## config.mk

```make
export PLATFORM = sky130hd
export DESIGN_NAME = fwd_hazard_unit
export DESIGN_NICKNAME = d
export VERILOG_FILES = /design/src/rtl/fwd_hazard_unit.sv
export SDC_FILE = /design/constraint.sdc
export NUM_CORES = 1
export LEC_CHECK = 0
export BUFFER_PORTS_ARGS = -buffer_cell sky130_fd_sc_hd__buf_2
export CAP_MARGIN = 0
export CORE_AREA = 2 2 44 46
export DETAILED_ROUTE_END_ITERATION = 16
export DIE_AREA = 0 0 46 48
export HOLD_SLACK_MARGIN = 0.08
export PLACE_DENSITY = 0.82
export SYNTH_ARGS = -nofsm -noshare
export SYNTH_HDL_FRONTEND = slang
export SYNTH_SLANG_ARGS = --single-unit
```

## constraint.sdc

```tcl
create_clock -name Clk -period 3 [get_ports Clk]
set_clock_uncertainty 0.15 [all_clocks]
set_input_delay 0.3 -clock Clk [delete_from_list [all_inputs] [get_ports Clk]]
set_output_delay 0.3 -clock Clk [all_outputs]
set_load 0.01 [all_outputs]
```

## src/rtl/fwd_hazard_unit.sv

```systemverilog
// Forwarding and load-use hazard unit. Tracks the in-flight destinations, registers the EX operand
// selects and raises a combinational stall. Define FWD_STATS_EN to add the statistics counters.
module fwd_hazard_unit #(
  parameter int AW       = 5,
  parameter int DEPTH    = 2,
  parameter int LOAD_LAT = 1,
  parameter int CNT_W    = 16,
  localparam int FW      = $clog2(DEPTH + 1)
) (
  input  logic          Clk,
  input  logic          Rst_n,
  input  logic          ID_Valid,
  input  logic [AW-1:0] ID_Rs,
  input  logic [AW-1:0] ID_Rt,
  input  logic          ID_UseRs,
  input  logic          ID_UseRt,
  input  logic          ID_RegWrite,
  input  logic          ID_MemRead,
  input  logic [AW-1:0] ID_RegDst,
  input  logic          Flush,
  output logic          Stall_Out,
  output logic [FW-1:0] Fwd_A,
  output logic [FW-1:0] Fwd_B
`ifdef FWD_STATS_EN
  ,
  output logic [CNT_W-1:0] Stat_FwdCount,
  output logic [CNT_W-1:0] Stat_StallCount
`endif
);

  localparam logic [0:0] RUN   = 1'b0;
  localparam logic [0:0] STALL = 1'b1;

  logic [DEPTH-1:0] slot_valid;
  logic [DEPTH-1:0] slot_regwrite;
  logic [DEPTH-1:0] slot_memread;
  logic [AW-1:0]    slot_dst [DEPTH];

  logic [DEPTH-1:0] match_rs;
  logic [DEPTH-1:0] match_rt;
  logic             load_hit;
  logic             hazard;
  logic             capture;
  logic [FW-1:0]    sel_a;
  logic [FW-1:0]    sel_b;
  logic [0:0]       state;

  // Operand matches already fold in the use flags and the register-0 exclusion.
  always_comb begin
    match_rs = '0;
    match_rt = '0;
    for (int k = 0; k < DEPTH; k++) begin
      if (slot_valid[k] && slot_regwrite[k]) begin
        match_rs[k] = ID_UseRs && (ID_Rs != '0) && (slot_dst[k] == ID_Rs);
        match_rt[k] = ID_UseRt && (ID_Rt != '0) && (slot_dst[k] == ID_Rt);
      end
    end
  end

  always_comb begin
    load_hit = 1'b0;
    for (int k = 0; k < LOAD_LAT; k++) begin
      if (slot_memread[k] && (match_rs[k] || match_rt[k])) begin
        load_hit = 1'b1;
      end
    end
    hazard    = ID_Valid && !Flush && load_hit;
    Stall_Out = hazard;
    capture   = ID_Valid && !Flush && !hazard;
  end

  // Scanning from the oldest slot down lets the youngest producer overwrite the select.
  always_comb begin
    sel_a = '0;
    sel_b = '0;
    for (int j = DEPTH - 1; j >= 0; j--) begin
      if (match_rs[j]) sel_a = FW'(j + 1);
      if (match_rt[j]) sel_b = FW'(j + 1);
    end
  end

  always_ff @(posedge Clk or negedge Rst_n) begin
    if (!Rst_n) begin
      slot_valid    <= '0;
      slot_regwrite <= '0;
      slot_memread  <= '0;
      for (int k = 0; k < DEPTH; k++) slot_dst[k] <= '0;
    end else begin
      slot_valid[0]    <= capture;
      slot_regwrite[0] <= capture && ID_RegWrite;
      slot_memread[0]  <= capture && ID_MemRead;
      slot_dst[0]      <= capture ? ID_RegDst : '0;
      for (int k = 1; k < DEPTH; k++) begin
        slot_valid[k]    <= slot_valid[k-1];
        slot_regwrite[k] <= slot_regwrite[k-1];
        slot_memread[k]  <= slot_memread[k-1];
        slot_dst[k]      <= slot_dst[k-1];
      end
    end
  end

  always_ff @(posedge Clk or negedge Rst_n) begin
    if (!Rst_n) begin
      Fwd_A <= '0;
      Fwd_B <= '0;
    end else begin
      Fwd_A <= capture ? sel_a : '0;
      Fwd_B <= capture ? sel_b : '0;
    end
  end

  always_ff @(posedge Clk or negedge Rst_n) begin
    if (!Rst_n) begin
      state <= RUN;
    end else begin
      case (state)
        RUN:     state <= hazard ? STALL : RUN;
        STALL:   state <= (hazard && !Flush) ? STALL : RUN;
        default: state <= RUN;
      endcase
    end
  end

`ifdef FWD_STATS_EN
  logic [1:0]     fwd_inc;
  logic [CNT_W:0] fwd_sum;
  logic [CNT_W:0] stall_sum;

  // The extra top bit of each sum flags overflow so the counters stick at all-ones.
  always_comb begin
    fwd_inc   = {1'b0, capture && (sel_a != '0)} + {1'b0, capture && (sel_b != '0)};
    fwd_sum   = {1'b0, Stat_FwdCount} + (CNT_W + 1)'(fwd_inc);
    stall_sum = {1'b0, Stat_StallCount} + (CNT_W + 1)'(state == STALL);
  end

  always_ff @(posedge Clk or negedge Rst_n) begin
    if (!Rst_n) begin
      Stat_FwdCount   <= '0;
      Stat_StallCount <= '0;
    end else begin
      Stat_FwdCount   <= fwd_sum[CNT_W] ? '1 : fwd_sum[CNT_W-1:0];
      Stat_StallCount <= stall_sum[CNT_W] ? '1 : stall_sum[CNT_W-1:0];
    end
  end
`endif

endmodule

```

==> flow_summary.toml <==
[status]
status = "completed"

[route]
route.detailed.drc = 0
drt_iter0_drc = 8
ant_nets = 0
wl_met1_um = 801
via_count = 680
drt_pass1_iterations = 4
routed_wl_um = 1790
route.detailed.wl_per_inst_um = 13.5
top_layer = "met3"
dr_wl_met2_um = 942
wl_met3_um = 45
post_drt_via_cell_ratio = 5.11

[global_route]
grtUsageTotal = 0.195
grt_max_degree = 20
grt-ovfl-total = 0
grt_pass1_wl_um = 2950
grt_antenna_before_repair = 0
grt_pass1_vias = 740

[timing]
tightest_slew_ps = 633
slew_headroom = 0.577
drv_slew = 0
fin_setup_tns_ps = 0
rsz0062_at_grt = "no"
max_freq_ghz = 0.379
hold_violations = 0
setup_viol = 0
fin_crit_ps = 2640
fin_crit_sh = 0.879

[final_layout]
fillers = 133
drive_gt1_frac = 0.284
nets = 140
num_antenna_cells = 0
area_growth_pct = 29.4
design_area_um2 = 1120

[critical_path]
path_class = "reg2out"
cp_max_fo = 9
startpoint_type = "flop"
cp_data_required_time_ps = 2550
startpoint = "slot_dst[7]$_DFF_PN0_"
end_kind = "primary output"
r2r_start = "slot_dst[7]$_DFF_PN0_"
cp.arrival_ps = 2190

[synth]
synth_area_leaders = "dfrtp_1 (55%), xnor2_1 (16%), xor2_1 (4.0%)"
yosysUniqueCellTypes = 21
syn_avg_cell_area_um2 = 11.0
syn_area_um2 = 868
yosysTopAreaCellShare = 0.548
syn_nets = 102
ys.warnings.count = 0
synth_seq_area_share = 0.548
synth-seq-cells = 19
yosysTopAreaCell = "dfrtp_1"
synthCells = 79

[floorplanning]
ios = 28
initial_core_util = 0.514
die_area_um2 = 2210
die_w_um = 46
die_h_um = 48
coreArea_um2 = 1690
std_cell_rows = 15

[clock_network]
clkSinkCount = 19
cts_setup_buffers = 0
clkSlewWorstSetupHoldPaths_ps = 100
root_buffer = "clkbuf_4"
cts_tree = "yes"
cts.htree.levels = 1
cts_buffers = 3
cts.path.max_buffers = 2
insertion_delay_ps = 290

[power_and_ir_drop]
p_leak_nw = 0.533
ir_worst_vdd_mv = 0.365
powerDensity_nw_per_um2 = 409

[placement]
post_dp_cell_area_um2 = 1020
dp.final_hpwl_um = 1390
routabilityCongestion = 0.889
io_buffers = 27

[flow_run]
cap_violations = 0

[worst_hold_path]
min-delay-path-class = "in2reg"
hold_path_startpoint = "ID_Valid"
==> final cells by class <==
cell class	count	area (µm²)	area share
clock buffers	3	22.5	0.0200
clock inverters	1	5.00	0.00445
multi-input cells	58	384	0.342
flip-flops and latches	19	475	0.423
well taps	17	21.3	0.0189
repair buffers	35	215	0.192
==> metal layers <==
metal | vias up | track usage
met4 | 0 | 0.0857
met3 | 0 | 0.0113
met1 | 318 | 0.231
li1 | 346 | -
met2 | 16 | 0.364
met5 | - | 0
==> metrics by stage <==
stage                     total power (W)  setup slack [ps]  std cells  hold slack (ps)   util
after detailed placement         0.000333               624        121              103  0.601
after CTS                        0.000464               404        133              172  0.665
after floorplan                  0.000303               971         79             -146      -
after global placement           0.000331               712        121             92.3  0.601
final                            0.000460               362        133              180  0.665
after global routing             0.000484               148        133              197  0.665
==> power breakdown <==
part	leakage, nW	internal [W]	switching, W
registers	0.257	0.000264	0.00000750
logic	0.259	0.0000351	0.0000297
clock network	0.0177	0.0000495	0.0000742
==> logic make-up (layout without fill, tap and decap cells) <==
group                  after synthesis  in the layout  synth area share
flip-flops                          19             19             0.548
AND/OR/NAND/NOR                     33             33             0.202
buffers and inverters                2             39            0.0101
XOR/XNOR                            20             20             0.202
AO/OA/AOI/OAI                        5              5            0.0389
==> timing repair <==
item	4_1_cts	5_1_grt
gates resized for setup	0	0
endpoints found under the hold margin	26	0
hold buffers	8	0
==> registers in the layout, summed over array words and instances (netlist names) <==
name / cells
Fwd_A: 2
slot_regwrite: 2
slot_dst: 10
slot_valid: 2
slot_memread: 1
Fwd_B: 2
==> layout by cell type, fill, tap and decap left out <==
master | netlist | layout
or4_4 | 1 | 1
nor3b_1 | 2 | 2
o21ai_2 | 1 | 1
dlygate4sd3_1 | 0 | 8
and2_1 | 1 | 1
or4_1 | 2 | 2
nand2_1 | 8 | 8
a21oi_1 | 1 | 1
buf_2 | 1 | 27
nor2_1 | 8 | 8
nand4_1 | 5 | 5
o21a_1 | 1 | 1
xnor2_1 | 16 | 16
a211oi_1 | 1 | 1
dfrtp_1 | 19 | 19
clkbuf_4 | 0 | 3
nor4_1 | 3 | 3
clkinv_2 | 0 | 1
nand2b_1 | 1 | 1
o21ai_0 | 1 | 1
nand3_1 | 1 | 1
nor2b_1 | 1 | 1
xor2_1 | 4 | 4
==> critical path, cell delays in order (launching register included) <==
cell	delay (ps)
dfrtp_1	450
xnor2_1	180
nand4_1	110
nor4_1	540
o21a_1	340
and2_1	160
buf_2	130
==> cell usage after synthesis (all sizes together) <==
cell    number
nor4         3
nor2         8
nand3        1
nand2        8
nand2b       1
dfrtp       19
a211oi       1
clkbuf       1
nand4        5
nor2b        1
xnor2       16
nor3b        2
o21ai        2
or4          3
o21a         1
buf          1
and2         1
a21oi        1
xor2         4
==> worst paths after layout <==
kind | to | slack, ps | depth (start not counted)
max | Stall_Out | 360 | 6
min reg2reg | slot_valid[1]$_DFF_PN0_ | 240 | 0
max in group asynchronous | slot_dst[0]$_DFF_PN0_ | 2090 | 2
min in group asynchronous | slot_dst[7]$_DFF_PN0_ | 330 | 2
max reg2reg | slot_regwrite[0]$_DFF_PN0_ | 1030 | 5
min | slot_valid[0]$_DFF_PN0_ | 180 | 3
Power figures use the tool's default switching activity.
